$ cat src/rtl/mapper_banked_gen_pkg.sv
// Shared slot definitions for the banked ROM mapper:
// bank-size modes, mapped window bounds and register-area prefix.
package mapper_banked_gen_pkg;

    typedef enum logic {
        BANK_8K,
        BANK_16K
    } bank_size_e;

    localparam logic [15:0] WIN_BASE   = 16'h4000;
    localparam logic [15:0] WIN_END    = 16'hC000;
    localparam logic [2:0]  REG_PREFIX = 3'b011;

endpackage

$ cat src/rtl/mapper_wr_edge.sv
// Access edge detector: one pulse per rising strobe, and a strobe
// already high when reset releases never counts as a new access.
module mapper_wr_edge (
    input  logic clk,
    input  logic reset,
    input  logic strobe,
    output logic pulse
);

    logic strobe_q, strobe_d;
    logic armed_q, armed_d;

    // Next state: remember last strobe, arm once strobe has been seen low.
    always_comb begin
        strobe_d = strobe;
        armed_d  = armed_q | ~strobe;
        pulse    = strobe & ~strobe_q & armed_q;
    end

    // State register with synchronous active-low reset.
    always_ff @(posedge clk) begin
        if (!reset) begin
            strobe_q <= 1'b0;
            armed_q  <= 1'b0;
        end else begin
            strobe_q <= strobe_d;
            armed_q  <= armed_d;
        end
    end

endmodule

$ cat src/rtl/mapper_banked_gen.sv
// Generic banked ROM mapper for 0x4000-0xBFFF in 8 KB or 16 KB banks.
// Optional SRAM windows are compiled in with macro MAPPER_SRAM_EN.
module mapper_banked_gen
    import mapper_banked_gen_pkg::*;
#(
    parameter int          BANK_LOG2 = 13,
    parameter logic [7:0]  ROM_MASK  = 8'hFF,
    parameter int          SRAM_BIT  = 7
) (
    input  logic        clk,
    input  logic        reset,
    input  logic [15:0] cpu_addr,
    input  logic [7:0]  din,
    input  logic        cpu_mreq,
    input  logic        cpu_wr,
    input  logic        cs,
    output logic [24:0] mem_addr,
    output logic        mem_unmaped
`ifdef MAPPER_SRAM_EN
    ,
    output logic        sram_cs,
    output logic [12:0] sram_addr,
    output logic        sram_we
`endif
);

    localparam int NBANK = (2 ** (16 - BANK_LOG2)) / 2;
    localparam int IDX_W = 15 - BANK_LOG2;

    localparam bank_size_e MODE =
        (BANK_LOG2 == 14) ? BANK_16K : BANK_8K;
    localparam int WR_SHIFT = (MODE == BANK_16K) ? 1 : 0;

    localparam logic [15:0] OFF_MASK =
        16'((32'd1 << BANK_LOG2) - 32'd1);

`ifdef MAPPER_SRAM_EN
    localparam logic [7:0] EFF_MASK =
        ROM_MASK & ~(8'd1 << SRAM_BIT);
`else
    localparam logic [7:0] EFF_MASK = ROM_MASK;
`endif

    if ((BANK_LOG2 != 13 && BANK_LOG2 != 14) ||
        SRAM_BIT < 0 || SRAM_BIT > 7) begin : g_bad_param
        $error("mapper_banked_gen: unsupported BANK_LOG2 or SRAM_BIT");
    end

    logic [7:0]       bank_q [NBANK];
    logic [7:0]       bank_d [NBANK];
    logic             wr_strobe;
    logic             wr_pulse;
    logic             in_win;
    logic             reg_hit;
    logic [IDX_W-1:0] rd_idx;
    logic [IDX_W-1:0] wr_idx;
    logic [7:0]       bank_m;

    mapper_wr_edge u_wr_edge (
        .clk    (clk),
        .reset  (reset),
        .strobe (wr_strobe),
        .pulse  (wr_pulse)
    );

    // Address decode and ROM address formation.
    always_comb begin
        wr_strobe   = cs & cpu_mreq & cpu_wr;
        in_win      = (cpu_addr >= WIN_BASE) && (cpu_addr < WIN_END);
        reg_hit     = (cpu_addr[15:13] == REG_PREFIX);
        rd_idx      = IDX_W'((cpu_addr - WIN_BASE) >> BANK_LOG2);
        wr_idx      = IDX_W'(cpu_addr[12:11] >> WR_SHIFT);
        bank_m      = bank_q[rd_idx] & EFF_MASK;
        mem_addr    = ({17'd0, bank_m} << BANK_LOG2)
                    | 25'(cpu_addr & OFF_MASK);
        mem_unmaped = cs & ~in_win;
    end

`ifdef MAPPER_SRAM_EN
    // SRAM select: flagged window, writes only in the upper half.
    always_comb begin
        sram_cs   = cs & cpu_mreq & in_win & bank_q[rd_idx][SRAM_BIT];
        sram_addr = cpu_addr[12:0];
        sram_we   = sram_cs & cpu_wr & cpu_addr[15] & ~reg_hit;
    end
`endif

    // Bank register next value: one update per detected access edge.
    always_comb begin
        bank_d = bank_q;
        if (wr_pulse && reg_hit) begin
            bank_d[wr_idx] = din;
        end
    end

    // Bank registers; reset maps window i to bank i.
    always_ff @(posedge clk) begin
        if (!reset) begin
            for (int i = 0; i < NBANK; i++) begin
                bank_q[i] <= 8'(i);
            end
        end else begin
            bank_q <= bank_d;
        end
    end

endmodule

$ cat config.mk
export PLATFORM = sky130hd
export DESIGN_NAME = mapper_banked_gen
export DESIGN_NICKNAME = d
export VERILOG_FILES = /design/src/rtl/mapper_banked_gen_pkg.sv /design/src/rtl/mapper_wr_edge.sv /design/src/rtl/mapper_banked_gen.sv
export SDC_FILE = /design/constraint.sdc
export NUM_CORES = 1
export LEC_CHECK = 0
export CAP_MARGIN = 30
export CELL_PAD_IN_SITES_DETAIL_PLACEMENT = 1
export CELL_PAD_IN_SITES_GLOBAL_PLACEMENT = 2
export CORE_AREA = 2 2 91 76
export DETAILED_ROUTE_END_ITERATION = 10
export DIE_AREA = 0 0 93 78
export GPL_TIMING_DRIVEN = 1
export PLACE_DENSITY_LB_ADDON = 0.3
export SYNTH_ARGS = -nofsm -noshare
export SYNTH_HDL_FRONTEND = slang
export SYNTH_SLANG_ARGS = --single-unit
$ cat constraint.sdc
create_clock -name clk -period 2.5 [get_ports clk]
set_clock_uncertainty 0.2 [all_clocks]
set_input_delay 0.5 -clock clk [delete_from_list [all_inputs] [get_ports clk]]
set_output_delay 0.5 -clock clk [all_outputs]
set_load 0.01 [all_outputs]
=== After elaboration in Yosys (flattened, before gate mapping) ===
Cells that the tools add are included.

* Register bits after elaboration: 34
* Bits of input ports: 29
* Output and inout port bits: 26

* $add $sub $neg: 1
* $lt $le $gt $ge: 5
* Equality and inequality tests: 1
* Multiplexer cells: 6
* Bitwise gates (word level): 12
* Reductions and logical operators: 3

{| class="wikitable"
|+ Operator list
! cell !! count
|-
| 32-bit bitwise mux || 1
|-
| 8-bit two-way mux || 3
|-
| 21-bit by 13-bit OR with 21-bit output || 1
|-
| 8-bit binary-select mux with 2-bit select || 1
|-
| 8-bit demux with 2-bit select || 1
|-
| 16-bit by 15-bit >= comparator with 1-bit output, second input constant || 1
|-
| 16-bit less-than comparator, second input constant || 1
|-
| 15-bit subtractor, second input constant || 1
|-
| 3-bit >= comparator, second input constant || 2
|-
| 2-bit inverter with 3-bit output || 2
|-
| 1-bit bitwise AND || 5
|-
| 3-bit by 2-bit == test with 1-bit output, second input constant || 1
|-
| 1-bit logical AND || 3
|-
| 3-bit by 1-bit less-than comparator with 1-bit output, second input constant || 1
|-
| 1-bit inverter || 3
|-
| 1-bit OR || 1
|}

=== Logic depth before layout (Yosys ltp) ===
* Word-level depth: 6
* Mapped depth: 5
* Gate-level depth less buffers: 3

=== By module ===
Synthesis repeated with hierarchy kept, for this count alone.

* Cells, all modules: 158
* Area, all modules: 1669.1 um^2

{| class="wikitable"
|+ By module, submodules not included
! module !! instances !! cells each !! area an instance (um^2) !! seq. area each (um^2)
|-
| mapper_banked_gen || 1 || 151 || 1604.0 || 640.6
|-
| mapper_wr_edge || 1 || 7 || 65.1 || 40.0
|}

=== Worst setup path after synthesis ===
OpenSTA, ideal clock, no wires.

* Path type: input to register
* From: input port cpu_addr[15]
* To: register bank_q[26] (netlist name)
* Setup time: 0.120 ns
* Data arrival time: 1.639 ns
* Required time: 2.180 ns
* Slack: 0.541 ns
* Cell stages on the path: 5
* Path buffers: 2
* Cells stage by stage: or2_1 -> buf_6 -> or4b_4 -> buf_6 -> mux2i_1

* Cells in the longest elaborated chain, start to end: 2

{| class="wikitable"
|+ RTL lines
! what !! line !! source
|-
| start, declared || mapper_banked_gen.sv:12 || <nowiki>input logic [15:0] cpu_addr,</nowiki>
|-
| 3-bit by 2-bit == test with 1-bit output || mapper_banked_gen.sv:70 || <nowiki>reg_hit = (cpu_addr[15:13] == REG_PREFIX);</nowiki>
|-
| 1-bit logical AND || mapper_banked_gen.sv:91 || <nowiki>if (wr_pulse && reg_hit) begin</nowiki>
|-
| end signal, assigned by index || mapper_banked_gen.sv:100 || <nowiki>bank_q[i] <= 8'(i);</nowiki>
|-
| end signal, assigned || mapper_banked_gen.sv:103 || <nowiki>bank_q <= bank_d;</nowiki>
|-
| end, declared || mapper_banked_gen.sv:49 || <nowiki>logic [7:0] bank_q [NBANK];</nowiki>
|}

Every way passes these cells.
A chain may end at the register's enable or synchronous reset.

=== Worst setup path in the final report ===
* From: input port cpu_addr[14]
* To: output port mem_addr[20]

* Cells in the longest elaborated chain, start to end: 6

{| class="wikitable"
|+ RTL lines
! what !! line !! source
|-
| 15-bit subtractor || mapper_banked_gen.sv:71 || <nowiki>rd_idx = IDX_W'((cpu_addr - WIN_BASE) >> BANK_LOG2);</nowiki>
|-
| 2-bit inverter with 3-bit output (implied by the code) || mapper_banked_gen.sv:73 || <nowiki>bank_m = bank_q[rd_idx] & EFF_MASK;</nowiki>
|-
| 8-bit binary-select mux with 2-bit select || mapper_banked_gen.sv:73 ||
|-
| 8-bit two-way mux (implied by the code) (2 in series) || mapper_banked_gen.sv:73 ||
|-
| 21-bit by 13-bit OR with 21-bit output || mapper_banked_gen.sv:75 || <nowiki>| 25'(cpu_addr & OFF_MASK);</nowiki>
|-
| end, declared || mapper_banked_gen.sv:17 || <nowiki>output logic [24:0] mem_addr,</nowiki>
|}

Every way passes these cells. The select of a mux whose other input is x is not followed.

==> flow_summary.yaml <==
die:
  dieArea_um2: 7254
  die_x_um: 93
  die_y_um: 78
  row_count: 26
  start_util: 0.2676
  io_pins: 55
  core_region_area_um2: 6246
flow_run:
  cap_violations: 0
pwr:
  pwr-share-clk: 0.389
  ir_worst_vdd_mv: 0.2422
  internal_power_uw: 821.4
  p_per_area_nw_per_um2: 506.5
  power_uw: 1070
  power.switching_uw: 249.0
  switching_share: 0.2327
  total_leakage_power_uw: 0.0008157
  power_frac_seq: 0.509
  p_comb_frac: 0.102
yosys:
  synth_top_area_frac: 0.4072
  ys_seq_elements: 34
  synth_xor_area_frac: 0.005240
  synth_compound_area_frac: 0
  synth_fa_ha_area_frac: 0
  ys_types: 19
  synth_simple_gate_area_frac: 0.1759
  syn_avg_cell_area_um2: 10.51
  synthMuxAreaShare: 0.2994
  ys_seq_area_frac: 0.4072
  synthTopCellsByArea: "dfxtp_1 41%, mux2i_1 19%, mux4_2 11%"
  synth_top_family_by_area: "multiplexers"
  synth.largest_area_cell: "dfxtp_1"
  syn_inst: 159
  syn_area_um2: 1672
  yosys_warnings: 0
critical_path:
  cpLargestDelayFamily: "buffers and inverters"
  crit_buf_inv: 3
  r2r_slack_ps: 820
  timing.rr.end: "bank_q[1]"
  reg2reg_from: "u_wr_edge.strobe_q"
  slowest_delay_ps: 510
  worstSetupStartpointType: "primary input"
  worstPathArrival_ps: 1760
  cp_max_fo: 10
  end_kind: "primary output"
  path_cells: "clkdlybuf4s50_1 -> buf_12 -> mux4_2 -> dlygate4sd2_1"
  critPathKind: "primary input to primary output"
  slowest_stage: "clkdlybuf4s50_1"
  r2r_cells: 5
  cp.required_ps: 1800
placed_design:
  gp_congestion: 0.6463
  port-buffer-count: 28
  dp.cells: 259
  post-place-ws_ps: -412.3
  dp_hpwl_um: 2960
clocking:
  cts-buffers-inserted: 5
  clk_latency_ps: 270
  cts_tree: "done"
  cts_setup_buffers: 0
  clkTransAtPathRegs_ps: 70
  clkSinkCount: 34
  cts_buffer_depth: 2
  cts_max_level: 2
  root_buffer: "clkbuf_8"
sta:
  hold_ws_ps: 257.4
  slew_violations: 0
  layout_min_cycle_time_ps: 2465
  fin_crit_sh: 0.9859
  setup_viol: 0
  rsz0062_at_grt: "false"
  clock.fmax_mhz: 405.7
  hold_violations: 0
  setup_slack_ps: 35.25
detailed_routing:
  dr_total_vias: 1175
  routedWlPerCell_um: 15.27
  ant_nets: 0
  drt-total-wl_um: 4076
  dr.pass1.iters: 4
  via_per_inst: 4.401
  drc: 0
  drtIter0Drc: 30
hold_path:
  hold_path_end: "bank_q[13]"
  holdCritStartpoint: "bank_q[13]"
  min_path_cells: 2
  min_path_type: "register to register"
grt:
  antenna_found_initial: 0
  grt_start_max_net_pins: 38
  grt_pass1_wl_um: 6499
  grt_pass1_vias: 1274
  grt.total_usage: 0.1187
  overflow: 0
outcome:
  status: "completed"
cells_and_area:
  drive_gt1_frac: 0.1639
  fin_cells: 267
  antenna_cells: 0
  area_growth_pct: 26.42
  fin_util: 0.3383
  final_net_count: 211
[metrics by stage]
stage,instance area [um^2],TNS [ps]
after floorplan,1683,0
after global placement,2026,-3111
after detailed placement,2026,-3358
after CTS,2112,0
after global routing,2113,0
final,2113,0
[sequential cells by signal, indices dropped and copies added (netlist names)]
register            flops
bank_q                 32
u_wr_edge.strobe_q      1
u_wr_edge.armed_q       1
[cells in the mapped netlist (all sizes together)]
| master | count |
|---|---|
| nand2 | 37 |
| dfxtp | 34 |
| mux2i | 32 |
| buf | 22 |
| nor2 | 10 |
| mux4 | 8 |
| clkbuf | 3 |
| nor4 | 3 |
| nand2b | 2 |
| nand3 | 2 |
| and2 | 1 |
| conb | 1 |
| inv | 1 |
| or2 | 1 |
| or4b | 1 |
| xnor2 | 1 |
[logic make-up (layout without fill, tap and decap cells)]
| kind of cell | count (synthesis) | after routing |
|---|---|---|
| DFF | 34 | 34 |
| and+or+nand+nor | 57 | 57 |
| muxes | 40 | 40 |
| other | 1 | 4 |
| xor gates and xnor gates | 1 | 1 |
| buffers and inverters | 26 | 47 |
[per-layer routing]
metal | part of all wire | up-vias | GRT usage
li1 | - | 566 | -
met1 | 0.42 | 570 | 0.1392
met2 | 0.51 | 29 | 0.2065
met3 | 0.048 | 10 | 0.03786
met4 | 0.014 | 0 | 0.03529
met5 | 0 | - | 0
[how the worst max path moves through the flow]
stage | startpoint | endpoint | slack (ps) | depth (start not counted)
final | cpu_addr[14] | mem_addr[20] | 40 | 4
after global routing | cpu_addr[14] | mem_addr[16] | 6 | 4
after CTS | cpu_addr[14] | mem_addr[13] | 20 | 4
after detailed placement | cpu_addr[13] | mem_addr[18] | -410 | 4
after global placement | cpu_addr[13] | mem_addr[14] | -380 | 4
after floorplan | cpu_addr[15] | bank_q[26] | 540 | 5
[cells in the final DEF, fill, tap and decap left out, drive strengths merged, types with 2 or more instances in the layout]
cell type / count
nand2b: 2
nand2: 37
clkdlybuf4s50: 18
buf: 10
mux2i: 32
conb: 4
clkbuf: 7
dlygate4sd2: 9
nor2: 10
mux4: 8
dfxtp: 34
nand3: 2
nor4: 3
[worst register-to-register path, cell delays in order, from the launching register on]
cell	delay, ps
dfxtp_1	290
or2_1	210
buf_4	170
nor4_4	340
buf_12	190
mux2i_1	210
[power by group through the flow]
stage	clock (uW)	sequential, uW	combinational [uW]
CTS	437	544	111
global placement	0	557	108
floorplan	0	557	78.3
detailed placement	0	557	112
finish	417	544	109
global route	458	544	118
[repair_timing]
item,in CTS,in global routing
hold buffers,0,0
setup endpoints to repair,9,1
pin swaps,0,0
gates resized for setup,12,1
[area by class of cell]
cell class,count,area [um^2]
repair buffers,38,414.1
inverters,1,3.754
multi-input cells,102,818.3
clock buffers,7,86.33
well taps,84,105.1
fillers,728,4133
clock inverters,1,5.005
flip-flops and latches,34,680.7
No activity file was read; power rests on OpenSTA's default activity.
